**config.mk**
```make
export PLATFORM = sky130hd
export DESIGN_NAME = updown_counter_mod_flat
export DESIGN_NICKNAME = d
export VERILOG_FILES = /design/src/rtl/updown_counter_if.sv /design/src/rtl/updown_counter_mod.sv /design/src/flat_wrapper.sv
export SDC_FILE = /design/constraint.sdc
export NUM_CORES = 1
export LEC_CHECK = 0
export ABC_AREA = 0
export CAP_MARGIN = 30
export CORE_AREA = 2 2 39 41
export CTS_CLUSTER_DIAMETER = 200
export DETAILED_ROUTE_END_ITERATION = 12
export DIE_AREA = 0 0 41 43
export MAX_ROUTING_LAYER = met4
export PLACE_DENSITY_LB_ADDON = 0.25
export SLEW_MARGIN = 20
export SYNTH_ARGS = -nofsm -noshare
export SYNTH_HDL_FRONTEND = slang
export SYNTH_SLANG_ARGS = --single-unit
```
**constraint.sdc**
```tcl
create_clock -name clk -period 4.08 [get_ports clk]
set_clock_uncertainty 0.05 [all_clocks]
set_input_delay 0.816 -clock clk [delete_from_list [all_inputs] [get_ports clk]]
set_output_delay 0.816 -clock clk [all_outputs]
set_load 0.05 [all_outputs]
```
**src/rtl/updown_counter_if.sv**
```systemverilog
// Control and status bundle of one updown_counter_mod instance.
// The counter binds to the slave side; whoever drives the controls uses the master side.
interface updown_counter_if #(
  parameter int WIDTH = 4
);
  logic             sclr;
  logic             pr;
  logic             load;
  logic [WIDTH-1:0] din;
  logic             ce;
  logic             mode;
  logic             sat;
  logic [WIDTH-1:0] count;
  logic             tc;
  logic             wrap;
  logic             zero;

  modport master (
    output sclr, pr, load, din, ce, mode, sat,
    input  count, tc, wrap, zero
  );

  modport slave (
    input  sclr, pr, load, din, ce, mode, sat,
    output count, tc, wrap, zero
  );
endinterface

```
**src/rtl/updown_counter_mod.sv**
```systemverilog
// Parametrised up/down modulo counter with wrap or saturate, prioritised clear/preset/load
// and cascade-ready terminal-count and wrap outputs.
module updown_counter_mod #(
  parameter int WIDTH = 4,
  parameter int MOD   = 2 ** WIDTH
) (
  input  logic               clk,
  input  logic               clr_n,
  updown_counter_if.slave    bus
);

  if (WIDTH < 1 || WIDTH > 16 || MOD < 2 || MOD > 2 ** WIDTH) begin : g_bad_param
    $error("updown_counter_mod: illegal WIDTH/MOD combination");
  end

  localparam logic [WIDTH-1:0] MAX_C  = WIDTH'(MOD - 1);
  localparam logic [WIDTH-1:0] ZERO_C = '0;
  localparam logic [WIDTH-1:0] ONE_C  = WIDTH'(1);

  logic [WIDTH-1:0] count_q, count_d;
  logic             wrap_q, wrap_d;
  logic             at_max;
  logic             at_zero;

  assign at_max  = (count_q == MAX_C);
  assign at_zero = (count_q == ZERO_C);

  // Only the highest-priority action applies; range ends compare against MOD-1,
  // so nothing at or above MOD can ever be stored.
  always_comb begin
    count_d = count_q;
    wrap_d  = 1'b0;
    if (bus.sclr) begin
      count_d = ZERO_C;
    end else if (bus.pr) begin
      count_d = MAX_C;
    end else if (bus.load) begin
      count_d = (bus.din > MAX_C) ? MAX_C : bus.din;
    end else if (bus.ce) begin
      if (!bus.mode) begin
        if (!at_max) begin
          count_d = count_q + ONE_C;
        end else if (!bus.sat) begin
          count_d = ZERO_C;
          wrap_d  = 1'b1;
        end
      end else begin
        if (!at_zero) begin
          count_d = count_q - ONE_C;
        end else if (!bus.sat) begin
          count_d = MAX_C;
          wrap_d  = 1'b1;
        end
      end
    end
  end

  always_ff @(posedge clk or negedge clr_n) begin
    if (!clr_n) begin
      count_q <= ZERO_C;
      wrap_q  <= 1'b0;
    end else begin
      count_q <= count_d;
      wrap_q  <= wrap_d;
    end
  end

  // Terminal count ignores sat so a cascaded digit still sees the end of range.
  assign bus.tc    = bus.ce & (bus.mode ? at_zero : at_max);
  assign bus.zero  = at_zero;
  assign bus.count = count_q;
  assign bus.wrap  = wrap_q;

endmodule

```
**src/flat_wrapper.sv**
```systemverilog
// flat-port wrapper written by rule: the top's interface ports become plain ports
module updown_counter_mod_flat 
#(
  parameter int WIDTH = 4,
  parameter int MOD   = 2 ** WIDTH
)
  (clk, clr_n, bus_sclr, bus_pr, bus_load, bus_din, bus_ce, bus_mode, bus_sat, bus_count, bus_tc, bus_wrap, bus_zero);
  updown_counter_if #(.WIDTH(WIDTH)) bus_i ();
  input  logic clk;
  input  logic clr_n;
  input wire logic [$bits(bus_i.sclr)-1:0] bus_sclr;
  input wire logic [$bits(bus_i.pr)-1:0] bus_pr;
  input wire logic [$bits(bus_i.load)-1:0] bus_load;
  input wire logic [$bits(bus_i.din)-1:0] bus_din;
  input wire logic [$bits(bus_i.ce)-1:0] bus_ce;
  input wire logic [$bits(bus_i.mode)-1:0] bus_mode;
  input wire logic [$bits(bus_i.sat)-1:0] bus_sat;
  output wire logic [$bits(bus_i.count)-1:0] bus_count;
  output wire logic [$bits(bus_i.tc)-1:0] bus_tc;
  output wire logic [$bits(bus_i.wrap)-1:0] bus_wrap;
  output wire logic [$bits(bus_i.zero)-1:0] bus_zero;
  assign bus_i.sclr = bus_sclr;
  assign bus_i.pr = bus_pr;
  assign bus_i.load = bus_load;
  assign bus_i.din = bus_din;
  assign bus_i.ce = bus_ce;
  assign bus_i.mode = bus_mode;
  assign bus_i.sat = bus_sat;
  assign bus_count = bus_i.count;
  assign bus_tc = bus_i.tc;
  assign bus_wrap = bus_i.wrap;
  assign bus_zero = bus_i.zero;
  updown_counter_mod #(.WIDTH(WIDTH), .MOD(MOD)) u_core (.clk(clk), .clr_n(clr_n), .bus(bus_i));
endmodule
```
After elaboration in Yosys (flattened, before gate mapping)
Cells that the tools add are included.
Widths: inputs -> output; s select.
{ "word_totals": {"reg_bits": 5, "input_bits": 12, "wordCells": 31, "output_inout_bits": 7} }
{ "op_classes": {"n_reduce_logical": 3, "eq_ne": 3, "n_addsub": 2, "n_mux": 19, "n_bitwise": 1, "magnitude_cmp": 1} }
{ "ops": {"columns": ["cell", "count"], "rows": [
  ["$mux 4", 10],
  ["$ne 6x6->1 const B", 2],
  ["$mux 1", 9],
  ["$add 4x1->4 const B", 1],
  ["$eq 4x4->1 const B", 1],
  ["$gt 4x4->1 const B", 1],
  ["$logic_not 4->1", 1],
  ["$reduce_bool 4->1", 1],
  ["$sub 4x1->4 const B", 1],
  ["$reduce_and 3->1", 1],
  ["$and 1x1->1", 1]
]} }

Depth between registers and ports, before layout
{ "depth": {"ltp_word": 7, "depth_mapped": 6, "mapped_depth_nobuf": 6} }

Worst setup path before layout
OpenSTA, ideal clock, no wires.
{ "synth_timing": {"path_type": "register to output", "startpoint": "reg u_core.count_q[0], in the netlist u_core.bus.count[0]", "endpoint": "out bus_zero", "path_buffers": 0, "path_stages_with_launch": 4, "required_ns": 3.214, "path_slack_ns": 1.062, "t_arrival_ns": 2.152, "cell_sequence": "dfrtp_1 > inv_1 > ha_1 > nor3b_1"} }
{ "synth_between": {"elab_chain_len": 1} }
{ "synth_lines": {"columns": ["item", "line", "source"], "rows": [
  ["start: declaration", "updown_counter_mod.sv:20", "logic [WIDTH-1:0] count_q, count_d;"],
  ["start signal: assignment", "updown_counter_mod.sv:63", "count_q <= count_d;"],
  ["$logic_not 4->1", "updown_counter_mod.sv:26", "assign at_zero = (count_q == ZERO_C);"],
  ["end: declaration", "flat_wrapper.sv:21", "output wire logic [$bits(bus_i.zero)-1:0] bus_zero;"]
]} }
Every way passes these cells.

Worst setup path in the final report
{ "layout_timing": {"startpoint": "in bus_mode", "endpoint": "out bus_tc"} }
{ "layout_between": {"elab_chain_len": 2} }
{ "layout_lines": {"columns": ["item", "line", "source"], "rows": [
  ["start: declaration", "flat_wrapper.sv:16", "input wire logic [$bits(bus_i.mode)-1:0] bus_mode;"],
  ["$mux 1", "updown_counter_mod.sv:69", "assign bus.tc = bus.ce & (bus.mode ? at_zero : at_max);"],
  ["$and 1x1->1", "updown_counter_mod.sv:69", null],
  ["end: declaration", "flat_wrapper.sv:19", "output wire logic [$bits(bus_i.tc)-1:0] bus_tc;"]
]} }
Every way passes these cells.

==> impl_metrics.toml <==
[outcome]
outcome = "completed"

[power]
pwr_density_cell_nw_per_um2 = 286
leakagePower_nw = 0.293
peakVddDrop_uv = 194
finalPower_mw = 0.199

[global_routing]
gr-total-overflow = 0
grt_pass1_wl_um = 1860
antenna_found_initial = 0
grt_usage = 0.159
grt_pass1_vias = 418
grt_max_degree = 12

[timing]
setup_viol = 0
period_share = 0.892
hold_viol_final = 0
fmax_mhz = 275
rsz0062_at_grt = "false"
finalCriticalPeriod_ns = 3.64
worst_pin_slew_ns = 0.495
worst_slack_ns = 0.441
slew_viol_final = 0
relSlewSlack = 0.669
tns_ns = 0

[worst_setup_path]
worstSetupStartpointType = "input pin"
worstSetupPathType = "input pin to output port"
path_max_fanout = 8
critical_path.endpoint_type = "output port"
worstSetupStartpoint = "bus_mode"
worstPathRequired_ns = 3.21
arrival_ns = 2.77
timing.rr.start = "u_core.bus.count[0]$_DFFE_PN0P_"

[clock_tree]
cts.sinks = 5
numCtsBuffers = 3
postCtsSetupRepairBufs = 0
clockBufferDepth = 2
cts_tree = "done"
root_buffer = "clkbuf_4"
htreeDepth = 1
clkLatencyLatePin_ns = 0.24
cts_hold_buf = 0
clkTransAtPathRegs_ns = 0.04
cts_resized = 0

[logic_synthesis]
synth_top_area_cell = "dfrtp_1"
synth-edff-count = 0
synth-compound-area-share = 0.227
synth_top_area_frac = 0.255
syn_inst = 54
avgSynthCellArea_um2 = 9.08
synth_area_leaders = "dfrtp_1 26%, ha_1 5.1%, buf_6 4.6%, mux2_2 4.6%, nor3b_1 4.6%"
muxShareOfSynthArea = 0.0867
synth_top_family_by_area = "simple AND/OR/NAND/NOR gates"
netlist-cell-type-count = 31
syn-num-nets = 68
synth-async-reset-ratio = 1.00
synth_flop_cell = "dfrtp_1"
synth-simple-area-share = 0.260
yosys.area_share.adder = 0.0510
syn_area_um2 = 490
synth_xor_area_frac = 0.0357
synth-seq-area-share = 0.255
synth_common_cells = "5 x dfrtp_1, 5 x inv_1, 3 x a21oi_1, 3 x nor2_1, 3 x nor3b_1"
synth_warnings = 0
ys_ff_latch = 5

[place]
numPortBuffers = 18
dpl.cell_count = 86
hpwl_um = 850
gp_congestion = 0.744
place_ws_ns = 0.473

[floorplanning]
fp.dieH_um = 43
core_area_um2 = 1380
die_x_um = 41
start_util = 0.354
rows = 14
ios = 19
die_area_um2 = 1760

[final_layout]
drive_gt1_frac = 0.135
num-fill-cells = 136
fin_nets = 89
area_delta_synth_final_pct = 41.6
multi_input_area_um2 = 324
diodes = 0
regArea_um2 = 125
final_core_util = 0.502
final_cells = 90

[detailed_routing]
routed_wirelength_um = 1080
wl_per_cell_um = 12.0
drt_iter0_markers = 14
first_pass_iters = 4
num_vias = 487
drt-vias-per-instance = 5.41
drc = 0
antenna_left = 0

[hold_path]
min_from = "u_core.bus.count[1]$_DFFE_PN0P_"
worstHoldPathType = "flip-flop to flip-flop"

[run]
cap_violations = 0
==> per-layer routing <==
| layer | vias to the layer above | wire [um] | global-route usage |
|---|---|---|---|
| met5 | - | 0 | - |
| met4 | 0 | 0 | 0.0400 |
| met3 | 0 | 44 | 0.0628 |
| met2 | 11 | 529 | 0.216 |
| met1 | 229 | 508 | 0.218 |
| li1 | 247 | - | - |
==> path summary, 6_finish.rpt <==
kind                                                   end  slack (ns)  cells after the start
min in group asynchronous  u_core.bus.count[2]$_DFFE_PN0P_        0.74                      1
max in group asynchronous  u_core.bus.count[3]$_DFFE_PN0P_        3.05                      1
max reg2reg                u_core.bus.count[1]$_DFFE_PN0P_        2.06                      6
max                                                 bus_tc        0.44                      4
min reg2reg                u_core.bus.count[1]$_DFFE_PN0P_        0.62                      1
min                        u_core.bus.count[1]$_DFFE_PN0P_        0.62                      1
==> flip-flops by register name, summed over array words and instances, names as in the netlist <==
register	cells
u_core.bus.count	4
u_core.bus.wrap	1
==> cell type report <==
type | count | area share
Clock buffer | 4 | 0.0378
Inverter | 5 | 0.0270
Sequential cell | 5 | 0.180
Tap cell | 16 | 0.0288
Multi-Input combinational cell | 42 | 0.467
Timing Repair Buffer | 18 | 0.259
==> metrics by stage <==
stage	hold WS (ns)	cell area [um2]
finish	0.615	694
global route	0.680	694
floorplan	0.470	490
detailed placement	0.603	668
global placement	0.617	668
CTS	0.615	694
==> critical path, stage by stage <==
cell             delay [ns]
clkdlybuf4s50_1        0.63
nor4bb_1               0.36
o21a_1                 0.17
clkdlybuf4s50_1        0.80
==> where the power goes <==
| group | internal (mW) | total [mW] | switching (mW) |
|---|---|---|---|
| sequential | 0.0538 | 0.0622 | 0.00839 |
| combinational | 0.0372 | 0.0811 | 0.0439 |
| clock | 0.0369 | 0.0556 | 0.0187 |
==> kinds of logic after synthesis <==
| family | Yosys count |
|---|---|
| simple gates | 19 |
| fa+ha+maj | 2 |
| mux | 4 |
| xor+xnor | 2 |
| buf+inv | 7 |
| flops | 5 |
| compound gates | 15 |
==> cell usage in the layout, fill, tap and decap left out, types with 2 or more instances in the layout <==
cell type / instances
a211oi_1: 2
a21oi_1: 3
clkbuf_4: 3
clkdlybuf4s50_1: 18
dfrtp_1: 5
ha_1: 2
inv_1: 5
mux2_2: 2
mux2i_1: 2
nand2_1: 2
nor2_1: 3
nor3_1: 2
nor3b_1: 3
o21ai_0: 2
or3_1: 2
Power figures use the tool's default switching activity.
